### config.mk
export PLATFORM = sky130hd
export DESIGN_NAME = id_ex_stage
export DESIGN_NICKNAME = d
export VERILOG_FILES = /design/src/rtl/id_ex_stage.sv
export SDC_FILE = /design/constraint.sdc
export NUM_CORES = 1
export LEC_CHECK = 0
export ABC_AREA = 1
export BUFFER_PORTS_ARGS = -buffer_cell sky130_fd_sc_hd__buf_2
export CAP_MARGIN = 20
export CORE_ASPECT_RATIO = 0.8
export CORE_MARGIN = 3
export CORE_UTILIZATION = 45
export DETAILED_ROUTE_END_ITERATION = 8
export MAX_ROUTING_LAYER = met4
export PLACE_DENSITY_LB_ADDON = 0.15
export RECOVER_POWER = 100
export SKIP_CTS_REPAIR_TIMING = 1
export SKIP_LAST_GASP = 1
export SLEW_MARGIN = 20
export SYNTH_ARGS = -nofsm -noshare
export SYNTH_HDL_FRONTEND = slang
export SYNTH_SLANG_ARGS = --single-unit
### constraint.sdc
create_clock -name clk -period 4.52 [get_ports clk]
set_input_delay 0.904 -clock clk [delete_from_list [all_inputs] [get_ports clk]]
set_output_delay 0.904 -clock clk [all_outputs]
set_load 0.01 [all_outputs]
### src/rtl/id_ex_stage.sv
// ID/EX pipeline register with write-through capture, EX/MEM and MEM/WB operand
// forwarding, ALU operand selection and load-use hazard detection.
module id_ex_stage #(
    parameter int DATA_W = 32
) (
    input  logic              clk,
    input  logic              reset,
    input  logic              id_valid,
    input  logic [4:0]        id_alu_ctrl,
    input  logic [4:0]        id_rs,
    input  logic [4:0]        id_rt,
    input  logic [4:0]        id_dest,
    input  logic [DATA_W-1:0] id_rs_data,
    input  logic [DATA_W-1:0] id_rt_data,
    input  logic [DATA_W-1:0] id_imm,
    input  logic [4:0]        id_shamt,
    input  logic              id_a_shamt,
    input  logic              id_b_imm,
    input  logic              id_reg_write,
    input  logic              id_mem_read,
    input  logic              id_mem_write,
    input  logic              id_mem_to_reg,
    input  logic              id_branch,
    input  logic              flush,
    input  logic              exmem_reg_write,
    input  logic [4:0]        exmem_rd,
    input  logic [DATA_W-1:0] exmem_result,
    input  logic              memwb_reg_write,
    input  logic [4:0]        memwb_rd,
    input  logic [DATA_W-1:0] memwb_result,
    output logic [4:0]        ctrl,
    output logic [DATA_W-1:0] selected_A,
    output logic [DATA_W-1:0] selected_B,
    output logic [DATA_W-1:0] ex_store_data,
    output logic              ex_valid,
    output logic              ex_reg_write,
    output logic              ex_mem_read,
    output logic              ex_mem_write,
    output logic              ex_mem_to_reg,
    output logic              ex_branch,
    output logic [4:0]        ex_dest,
    output logic              hazard_stall
);

    typedef struct packed {
        logic              valid;
        logic [4:0]        alu_ctrl;
        logic [4:0]        rs;
        logic [4:0]        rt;
        logic [4:0]        dest;
        logic [DATA_W-1:0] rs_data;
        logic [DATA_W-1:0] rt_data;
        logic [DATA_W-1:0] imm;
        logic [4:0]        shamt;
        logic              a_shamt;
        logic              b_imm;
        logic              reg_write;
        logic              mem_read;
        logic              mem_write;
        logic              mem_to_reg;
        logic              branch;
    } ex_reg_t;

    ex_reg_t           ex_q;
    ex_reg_t           ex_d;
    logic [DATA_W-1:0] fwd_rs;
    logic [DATA_W-1:0] fwd_rt;

    // Register 0 is hard-wired, so a write to it is never a forwarding source.
    function automatic logic src_hit(input logic we, input logic [4:0] rd, input logic [4:0] idx);
        return we && (rd != 5'd0) && (rd == idx);
    endfunction

    assign hazard_stall = id_valid && ex_q.valid && ex_q.mem_read && (ex_q.dest != 5'd0)
                          && ((ex_q.dest == id_rs) || (ex_q.dest == id_rt));

    always_comb begin
        ex_d = '0;
        if (!(flush || hazard_stall)) begin
            ex_d.valid      = id_valid;
            ex_d.alu_ctrl   = id_alu_ctrl;
            ex_d.rs         = id_rs;
            ex_d.rt         = id_rt;
            ex_d.dest       = id_dest;
            // The register file read is stale when WB writes the same register this cycle.
            ex_d.rs_data    = src_hit(memwb_reg_write, memwb_rd, id_rs) ? memwb_result : id_rs_data;
            ex_d.rt_data    = src_hit(memwb_reg_write, memwb_rd, id_rt) ? memwb_result : id_rt_data;
            ex_d.imm        = id_imm;
            ex_d.shamt      = id_shamt;
            ex_d.a_shamt    = id_a_shamt;
            ex_d.b_imm      = id_b_imm;
            ex_d.reg_write  = id_reg_write;
            ex_d.mem_read   = id_mem_read;
            ex_d.mem_write  = id_mem_write;
            ex_d.mem_to_reg = id_mem_to_reg;
            ex_d.branch     = id_branch;
        end
    end

    always_ff @(posedge clk or posedge reset) begin
        if (reset) begin
            ex_q <= '0;
        end else begin
            ex_q <= ex_d;
        end
    end

    always_comb begin
        fwd_rs = ex_q.rs_data;
        if (src_hit(exmem_reg_write, exmem_rd, ex_q.rs)) begin
            fwd_rs = exmem_result;
        end else if (src_hit(memwb_reg_write, memwb_rd, ex_q.rs)) begin
            fwd_rs = memwb_result;
        end
        fwd_rt = ex_q.rt_data;
        if (src_hit(exmem_reg_write, exmem_rd, ex_q.rt)) begin
            fwd_rt = exmem_result;
        end else if (src_hit(memwb_reg_write, memwb_rd, ex_q.rt)) begin
            fwd_rt = memwb_result;
        end
    end

    assign ctrl          = ex_q.alu_ctrl;
    assign selected_A    = ex_q.a_shamt ? {{(DATA_W-5){1'b0}}, ex_q.shamt} : fwd_rs;
    assign selected_B    = ex_q.b_imm ? ex_q.imm : fwd_rt;
    assign ex_store_data = fwd_rt;
    assign ex_valid      = ex_q.valid;
    assign ex_reg_write  = ex_q.reg_write;
    assign ex_mem_read   = ex_q.mem_read;
    assign ex_mem_write  = ex_q.mem_write;
    assign ex_mem_to_reg = ex_q.mem_to_reg;
    assign ex_branch     = ex_q.branch;
    assign ex_dest       = ex_q.dest;

endmodule

=== Word-level counts from Yosys, hierarchy flattened ===
Index checks and enable logic that the tools add are counted.

* Equal/unequal tests: 8
* Muxes and demuxes: 9
* Reduce and logical (&&, ||, !) cells: 17

{| class="wikitable"
|+ Operator list
! kind !! number
|-
| $mux W32 || 8
|-
| $mux W129 || 1
|-
| $eq A5 B5 Y1 || 8
|-
| $reduce_bool A5 Y1 || 3
|-
| $logic_and A1 B1 Y1 || 12
|-
| $logic_or A1 B1 Y1 || 2
|}

* Register bits: 129
* Input bits: 208
* Output and inout port bits: 113
* Logic and storage cells: 50

=== Depth between registers and ports, before layout ===
Gate-level depths: netlist of run 1.

* Depth in word-level cells: 6
* Mapped depth: 12
* Depth with buffers taken out: 10

=== Least setup slack after synthesis of run 1 ===
OpenSTA, ideal clock, no wires.

* Path kind: input to output
* Start: in memwb_rd[0]
* End: out selected_B[11]
* Arrival time: 2.002 ns
* Required time: 3.616 ns
* Path slack: 1.614 ns
* Cell stages on the path: 11
* Buffers on the path: 2
* Path through: buf_4 > nor2_1 > nand3_2 > nand2_4 > inv_2 > nand3_2 > buf_2 > nand2_1 > nand3_1 > nand3_1 > nand2_1

* Longest elaborated chain between the ends: 6
* Elaborated cells between the ends (all ways): 7
* Those cells by class: eq/ne (1); mux (3); reduce/logical (3)

{| class="wikitable"
|+ Ends and longest elaborated chain
! item !! line !! RTL
|-
| from (decl) || 29 || <nowiki>input logic [4:0] memwb_rd,</nowiki>
|-
| $reduce_bool A5 Y1 || 71 || <nowiki>return we && (rd != 5'd0) && (rd == idx);</nowiki>
|-
| $logic_and A1 B1 Y1 || 71 ||
|-
| $logic_and A1 B1 Y1 (*) || 71 ||
|-
| $mux W32 (*) || 118 || <nowiki>end else if (src_hit(memwb_reg_write, memwb_rd, ex_q.rt)) begin</nowiki>
|-
| $mux W32 (*) || 116 || <nowiki>if (src_hit(exmem_reg_write, exmem_rd, ex_q.rt)) begin</nowiki>
|-
| $mux W32 (*) || 125 || <nowiki>assign selected_B = ex_q.b_imm ? ex_q.imm : fwd_rt;</nowiki>
|-
| to (decl) || 33 || <nowiki>output logic [DATA_W-1:0] selected_B,</nowiki>
|}

Every way passes the cells marked *; elsewhere a longest branch is shown, timed or not.

=== Final worst setup path of run 1 ===
* Start: in exmem_rd[2]
* End: out selected_A[31]

* Longest elaborated chain between the ends: 5
* Elaborated cells between the ends (all ways): 6
* Those cells by class: eq/ne (1); mux (2); reduce/logical (3)

{| class="wikitable"
|+ Ends and longest elaborated chain
! item !! line !! RTL
|-
| from (decl) || 26 || <nowiki>input logic [4:0] exmem_rd,</nowiki>
|-
| $reduce_bool A5 Y1 || 71 ||
|-
| $logic_and A1 B1 Y1 || 71 ||
|-
| $logic_and A1 B1 Y1 (*) || 71 ||
|-
| $mux W32 (*) || 110 || <nowiki>if (src_hit(exmem_reg_write, exmem_rd, ex_q.rs)) begin</nowiki>
|-
| $mux W32 (*) || 124 || <nowiki>assign selected_A = ex_q.a_shamt ? {{(DATA_W-5){1'b0}}, ex_q.shamt} : fwd_rs;</nowiki>
|-
| to (decl) || 32 || <nowiki>output logic [DATA_W-1:0] selected_A,</nowiki>
|}

Marked as above.

==> results_dict.tcl, run 1 <==
set metrics [dict create \
    intPower_mw 2.24 \
    clkTransAtPathRegs_ns 0.06 \
    clkPwrFrac_pct 41.1 \
    fp-row-count 43 \
    drv_slew 128 \
    worstMarginPinSlew_ns 2.71 \
    first_global_vias 8346 \
    die_area_mm2 0.0199 \
    slew_headroom_pct -80.8 \
    wl_um 29000 \
    crit_arrival_ns 3.15 \
    finalClockSkew_ns 0.00865 \
    place.port_buffers 320 \
    cts_root_buffer "clkbuf_16" \
    p_sw_share_pct 30.4 \
    cts_tree "done" \
    wl_per_cell_um 17.3 \
    core_mm2 0.0176 \
    violations "max-capacitance violations, max-slew violations" \
    critPathLaunchType "input port" \
    p_per_area_mw_per_mm2 317 \
    setup_viol 0 \
    synth_seq_area_share_pct 39.4 \
    syn_area_mm2 0.00819 \
    initial_utilization_pct 46.5 \
    worstPathRequired_ns 3.62 \
    synth_edf_count 0 \
    largest_reg_flops 113 \
    path_max_fanout 33 \
    insertion_delay_ns 0.42 \
    status "complete, but fails checks" \
    combinationalPowerShare_pct 20.4 \
    firstDrtPassIters 5 \
    p_leak_nw 5.66 \
    grt_use_total_pct 29.7 \
    timing.reg2reg.setup_slack_ns 1.12 \
    min_path_type "in -> reg" \
    nFillCells 1797 \
    grt_setup_unrepaired "no" \
    synth_seq_cells 129 \
    h-tree-depth 4 \
    grt_start_max_net_pins 72 \
    layout_min_cycle_time_ns 4.06 \
    viasPerCell 5.29 \
    crit_path_end_kind "output pin" \
    netlist-cell-type-count 29 \
    p_sw_mw 0.977 \
    setup_tns_ns 0 \
    grt_pass1_wl_um 45000 \
    numCtsBuffers 17 \
    layout.nets 1643 \
    antenna_found_initial 4 \
    grt_overflow 0 \
    die_w_um 157 \
    dp.final_hpwl_um 20400 \
    cts_sinks 129 \
    chipHeight_um 127 \
    syn_avg_cell_area_um2 7.02 \
    synthFlopType "dfrtp_1" \
    top_register "ex_q" \
    synth_warnings 0 \
    seq_power_share_pct 38.5 \
    area_growth_pct 24.1 \
    post-route-period-util_pct 89.8 \
    worst-setup-path-type "in -> out" \
    holdWs_ns 0.688 \
    num_vias 8873 \
    syn_inst 1167 \
    drcViolationCount 0 \
    drive_gt1_share_pct 21.3 \
    synth_nets 1375 \
    fmax_mhz 246 \
    synthArstFlopShare_pct 100 \
    clockBufferDepth 2 \
    multi_input_area_mm2 0.00388 \
    io_pins 321 \
    ant_nets 0 \
    drv_cap 2 \
    ir_drop_v 0.000221 \
    final-seq-area_mm2 0.00323 \
    globalplace.congestion 0.909 \
    drt_iter0_markers 855 \
    finalHoldViolCount 0 \
]
==> path summary, 6_finish.rpt <==
kind                             start              to  depth (start not counted)
hold / removal             id_mem_read     ex_mem_read                          3
hold reg to reg               ex_valid         ctrl[0]                          6
max in group asynchronous        reset        ex_q[86]                          3
min in group asynchronous        reset        ex_q[24]                          2
setup / recovery           exmem_rd[2]  selected_A[31]                         11
setup reg to reg            ex_dest[3]        ex_q[93]                          8
==> layer usage <==
metal / global-route usage [%] / routed length [µm] / part of all wire [%] / vias to the layer above
met5: - / 0 / 0 / -
met4: 7.41 / 391 / 1.3 / 0
met3: 6.86 / 2870 / 9.9 / 32
met2: 44.8 / 13300 / 46 / 504
met1: 40.6 / 12500 / 43 / 4103
li1: - / - / - / 4234
==> synthesized netlist by cell type (2+ instances only) <==
cell type | instances | area share [%]
a21oi_1 | 56 | 3.4
nand3_2 | 2 | 0.24
xnor2_1 | 11 | 1.2
nand2_1 | 252 | 12
and2_1 | 32 | 2.4
nor2_1 | 77 | 3.5
clkbuf_1 | 13 | 0.60
a21oi_2 | 14 | 1.5
xor2_1 | 15 | 1.6
dfrtp_1 | 129 | 39
buf_4 | 17 | 1.6
nand3_1 | 321 | 20
buf_1 | 4 | 0.18
inv_1 | 146 | 6.7
inv_2 | 3 | 0.14
nor3_4 | 2 | 0.40
buf_6 | 12 | 1.7
nand2_4 | 3 | 0.41
nor2_2 | 3 | 0.23
nand4_1 | 3 | 0.23
buf_2 | 44 | 2.7
==> power by group through the flow <==
stage	Combinational [mW]	Sequential [mW]	Clock (mW)
6_report	0.657	1.24	1.32
3_5_place_dp	0.670	1.26	0
3_3_place_gp	0.667	1.26	0
2_1_floorplan	0.382	1.26	0
4_1_cts	0.674	1.24	1.34
5_1_grt	0.726	1.25	1.40
==> layout by cell type, fill, tap and decap left out, types with 15 or more instances in the layout <==
cell,instances
nor2_1,74
buf_2,233
nand2_1,252
dfrtp_1,129
clkbuf_1,89
nand3_1,321
xor2_1,15
buf_4,17
a21oi_1,63
inv_1,145
and2_0,22
clkbuf_16,17
==> logic make-up (layout without fill, tap and decap cells) <==
logic type | Yosys count | in the layout | share of synthesized area [%]
xor+xnor | 26 | 26 | 2.78
simple gates | 700 | 700 | 39.1
flops | 129 | 129 | 39.4
compound gates | 72 | 72 | 5.09
other cells | 0 | 5 | 0
buf+inv | 240 | 519 | 13.6
==> through the flow <==
step	instance area, µm²	util, %	power, mW	setup slack (ns)	std cells
floorplan	8190	-	1.64	0.175	1167
global placement	9750	55.4	1.93	0.795	1641
detailed placement	9750	55.4	1.93	0.748	1641
CTS	10300	58.5	3.25	0.740	1671
global route	10200	57.7	3.37	0.249	1675
finish	10200	57.7	3.22	0.463	1676
==> critical path, stage by stage <==
cell      delay [ns]
clkbuf_1        0.21
nor2_1          0.08
nand2_1         0.06
o21ai_0         0.22
nor2_4          0.80
nand2_1         0.10
buf_4           0.30
nand3_1         0.13
nand3_1         0.07
inv_1           0.08
clkbuf_1        0.19
==> final cells by class <==
cell class | instances | area share, %
flip-flops and latches | 129 | 31.8
diodes | 5 | 0.123
inverters | 149 | 5.50
clock buffers | 19 | 4.26
repair buffers | 340 | 16.2
clock inverters | 11 | 1.16
well taps | 225 | 2.77
multi-input cells | 798 | 38.2
No activity file was read; power rests on OpenSTA's default activity.
==> inputs of run 2 (changes only) <==
Settings changed: CORE_UTILIZATION 45 to 50.
Clock period 4.52 ns to 4.6 ns, I/O delays scaled along.
==> run 2 against run 1 <==
The flow still finishes with violations (max-capacitance violations, max-slew violations); sequential share of layout area decreased by 0.49 points; final cell count decreased by 0.42%; non-clock buffer count increased by 2; largest power group unchanged; die area decreased by 9.6%; count of clock-buffer cells in the layout increased by 2; sequential power about the same; critical path type unchanged; via count increased by 1.6%; combinational power decreased by 0.9%; sequential cell count unchanged; largest cell class unchanged.
==> results_dict.tcl, run 2 (synthesis results as in run 1) <==
set metrics [dict create \
    layout.nets 1645 \
    viasPerCell 5.40 \
    final_area_mm2 0.0103 \
    post-route-period-util_pct 87.3 \
    path_max_fanout 32 \
    layout_min_cycle_time_ns 4.02 \
    worstMarginPinSlew_ns 3.32 \
    cts_root_buffer "clkbuf_16" \
    antenna_found_initial 3 \
    ir_drop_v 0.000237 \
    finalHoldViolCount 0 \
    worstPathRequired_ns 3.68 \
    critPathLaunchType "input port" \
    area_growth_pct 26.0 \
    wl_um 29300 \
    drv_cap 2 \
    p_per_area_mw_per_mm2 336 \
    final_common_cell "nand3_1" \
    slew_headroom_pct -121 \
    initial_utilization_pct 51.5 \
    num_vias 9018 \
    holdWs_ns 0.699 \
    numCtsBuffers 17 \
    setup_viol 0 \
    cpMostUsedCell "nand3_1" \
    place.port_buffers 320 \
    violations "max-capacitance violations, max-slew violations" \
    chipHeight_um 120 \
    cp_slowest_stage_delay_ns 0.75 \
    dp.final_hpwl_um 19700 \
    grt_setup_unrepaired "no" \
    status "complete, but fails checks" \
    grt_overflow 0 \
    finalClockSkew_ns 0.00838 \
    fmax_mhz 249 \
    setup_tns_ns 0 \
    die_area_mm2 0.0180 \
    top_register "ex_q" \
    clkTransAtPathRegs_ns 0.06 \
    largest_reg_flops 113 \
    cts_sinks 129 \
    firstDrtPassIters 6 \
    grt_start_max_net_pins 86 \
    core_mm2 0.0159 \
    postPlaceCellArea_mm2 0.00978 \
    h-tree-depth 4 \
    io_pins 321 \
    critPathSlowestCell "nor2_4" \
    drt_iter0_markers 761 \
    p_leak_nw 5.75 \
    grt_pass1_wl_um 45200 \
    fin_util_pct 64.9 \
    insertion_delay_ns 0.42 \
    grt_use_total_pct 33.2 \
    first_global_vias 8697 \
    fp-row-count 41 \
    drcViolationCount 0 \
    globalplace.congestion 0.963 \
    die_w_um 149 \
    nFillCells 1505 \
    cts_tree "done" \
    layout_common_cells "nand3_1 (321), nand2_1 (251), buf_2 (234)" \
    crit_path_end_kind "output pin" \
    worst-setup-path-type "in -> out" \
    crit_arrival_ns 3.10 \
    drv_slew 147 \
    clockBufferDepth 2 \
    ant_nets 0 \
    path_cells "clkbuf_1 > inv_1 > nand2_1 > nand2_1 > inv_1 > nand3_1 > nor2_4 > nand3_1 > nand3_1 > nand3_1 > nand2_1 > clkbuf_1" \
    wl_per_cell_um 17.6 \
    min_path_type "in -> reg" \
    drive_gt1_share_pct 21.4 \
]
## run 2: final cells by class
class	count	area [µm²]	share of cell area (%)
timing repair buffer	342	1680	16.3
sequential	129	3230	31.3
clock inverter	11	233	2.26
inverter	149	559	5.42
antenna	4	10.0	0.0970
multi-input combinational	798	3880	37.7
tap	215	269	2.61
clock buffer	21	450	4.37
## run 2: per-layer routing
metal | track usage (%) | part of all wire [%] | wire length [µm]
met5 | - | 0 | 0
met4 | 10.5 | 2.5 | 727
met3 | 7.91 | 12 | 3380
met2 | 51.2 | 46 | 13400
met1 | 43.6 | 40 | 11800
## run 2: final timing paths
check	from	end	slack, ns	cells after the start
setup reg to reg	ex_dest[3]	ex_q[75]	0.91	8
hold / removal	id_imm[11]	ex_q[23]	0.70	3
setup / recovery	memwb_rd[3]	selected_B[9]	0.58	12
min in group asynchronous	reset	ex_q[25]	1.70	2
hold reg to reg	ex_mem_read	ex_dest[4]	1.85	7
max in group asynchronous	reset	ex_q[74]	0.97	3
## run 2: worst max-delay path: cells and delay by family
kind / cells / cell delay (ns)
buf+inv: 4 / 0.58
simple gates: 8 / 1.57
## run 2: metrics by stage
step / instances / worst slack [ns] / power, mW
detailed placement: 1633 / 0.882 / 1.90
finish: 1669 / 0.583 / 3.46
global placement: 1632 / 0.886 / 1.89
floorplan: 1167 / 0.239 / 1.61
global route: 1668 / 0.363 / 3.59
CTS: 1665 / 0.832 / 3.48
## run 2: power by group
part	internal [mW]	switching [mW]	total, mW	leakage [nW]
Sequential	1.20	0.0226	1.22	1.66
Clock	1.08	0.512	1.59	0.331
Combinational	0.225	0.427	0.651	3.76
Total	2.50	0.961	3.46	5.75
==> inputs of run 3 (changes only) <==
Settings changed: CORE_UTILIZATION 50 to 45, SLEW_MARGIN 20 to 0.
Clock period 4.6 ns to 3.6 ns, I/O delays scaled along.
==> run 3 against run 2 <==
The flow still finishes with violations (max-capacitance violations, max-slew violations); non-clock buffer count grew 8; clock power grew 6%; hold slack lost 0.53 ns; core utilization shrank 6.8 points; critical path depth is the same; combinational power grew 27%; die area grew 11%; sequential cell count is the same; register-to-register slack lost 0.27 ns; final area shrank 0.91%; wire length shrank 1.6%; clock skew is essentially flat; critical endpoint is now selected_B[25]; highest routed layer unchanged.
==> results_dict.tcl, run 3 (synthesis results as in run 1) <==
set metrics [dict create \
    fin_util_pct 58.1 \
    fmax_mhz 305 \
    worstPathRequired_ns 2.88 \
    holdWs_ns 0.172 \
    core_mm2 0.0176 \
    place.port_buffers 320 \
    globalplace.congestion 0.914 \
    critPathLaunchType "input port" \
    r2r-start "ex_dest[3]" \
    viasPerCell 5.31 \
    insertion_delay_ns 0.42 \
    h-tree-depth 4 \
    drive_gt1_share_pct 20.7 \
    drcViolationCount 0 \
    grt_start_max_net_pins 56 \
    dp.final_hpwl_um 20800 \
    area_growth_pct 24.8 \
    clkTransAtPathRegs_ns 0.06 \
    setup_tns_ns 0 \
    path_max_fanout 32 \
    violations "max-capacitance violations, max-slew violations" \
    min_path_type "in -> async" \
    chipHeight_um 127 \
    final_common_cell "nand3_1" \
    nFillCells 1809 \
    finalHoldViolCount 0 \
    cts_tree "done" \
    first_global_vias 8641 \
    antenna_found_initial 5 \
    io_pins 321 \
    grt_pass1_wl_um 44600 \
    crit_path_start "memwb_rd[0]" \
    ir_drop_v 0.000292 \
    initial_utilization_pct 46.5 \
    drt_iter0_markers 785 \
    grt_use_total_pct 29.3 \
    cts_sinks 129 \
    wl_um 28800 \
    layout_common_cells "nand3_1 (321), nand2_1 (252), buf_2 (224)" \
    crit_arrival_ns 2.56 \
    grt_overflow 0 \
    crit_path_end_kind "output pin" \
    p_per_area_mw_per_mm2 398 \
    ant_nets 0 \
    layout.nets 1653 \
    firstDrtPassIters 9 \
    wl_per_cell_um 17.1 \
    post-route-period-util_pct 91.0 \
    worst-setup-path-type "in -> out" \
    finalClockSkew_ns 0.00821 \
    critPathSlowestCell "buf_4" \
    die_area_mm2 0.0199 \
    p_leak_nw 5.68 \
    drv_slew 172 \
    num_vias 8961 \
    die_w_um 157 \
    cts_root_buffer "clkbuf_16" \
    worstMarginPinSlew_ns 2.56 \
    path_cells "buf_2 > nor2_1 > nand3_2 > nand2_4 > inv_1 > nand3_2 > buf_4 > nand2_1 > nand3_1 > nand3_1 > nand2_1 > clkbuf_1" \
    cp_slowest_stage_delay_ns 0.36 \
    fp-row-count 43 \
    status "complete, but fails checks" \
    layout_min_cycle_time_ns 3.28 \
    numCtsBuffers 17 \
    clockBufferDepth 2 \
    top_register "ex_q" \
    drv_cap 4 \
    slew_headroom_pct -70.7 \
    largest_reg_flops 113 \
    grt_setup_unrepaired "no" \
    setup_viol 0 \
]
run 3: cell types whose count changed in the layout (fill, tap and decap cells not counted), moves of 4 or more:
| cell | before | now |
|---|---|---|
| a21oi_1 | 63 | 67 |
| a21oi_2 | 5 | 1 |
| clkbuf_1 | 90 | 102 |
| buf_4 | 17 | 23 |
| and2_1 | 8 | 24 |
| bufinv_16 | 7 | 2 |
| clkinvlp_4 | 1 | 5 |
| and2_0 | 24 | 8 |
| buf_2 | 234 | 224 |
run 3: worst paths after layout:
path,to,slack (ns),depth (start not counted)
worst max-delay path,selected_B[25],0.32,12
worst min register to register,ctrl[1],1.89,6
max in group asynchronous,ex_q[98],0.78,3
worst max register to register,ex_q[65],0.64,8
worst min-delay path,ex_reg_write,0.17,2
min in group clk,ex_mem_read,0.49,3
run 3: critical path, delay by kind of cell:
family	cells	cell delay [ns]
buffers and inverters	4	0.90
and+or+nand+nor	8	0.90
run 3: layout make-up:
type	count	area (µm²)	area share, %
Multi-Input combinational cell	798	3860	37.8
Sequential cell	129	3230	31.6
Timing Repair Buffer	350	1720	16.8
Inverter	149	561	5.48
Clock buffer	21	450	4.41
Tap cell	225	282	2.75
Clock inverter	10	113	1.10
Antenna cell	5	12.5	0.122
run 3: metrics by stage:
stage / worst slack, ns / cells / instance area (µm²) / power, mW
floorplan: 1.06 / 1167 / 8190 / 2.06
global placement: 0.536 / 1651 / 9840 / 2.42
detailed placement: 0.512 / 1651 / 9840 / 2.43
CTS: 0.507 / 1682 / 10400 / 4.11
global route: 0.161 / 1687 / 10200 / 4.24
finish: 0.325 / 1687 / 10200 / 4.07
run 3: power breakdown:
part	switching (mW)	internal, mW	total, mW
registers	0.0289	1.53	1.56
clock network	0.661	1.03	1.69
logic	0.538	0.286	0.825
total	1.23	2.84	4.07
run 3: routing by layer:
layer / part of all wire, % / global-route usage (%) / wire length [µm]
met1: 42 / 38.9 / 12100
met2: 46 / 45.2 / 13300
met3: 9.6 / 6.28 / 2780
met4: 2.0 / 8.70 / 584
met5: 0 / - / 0
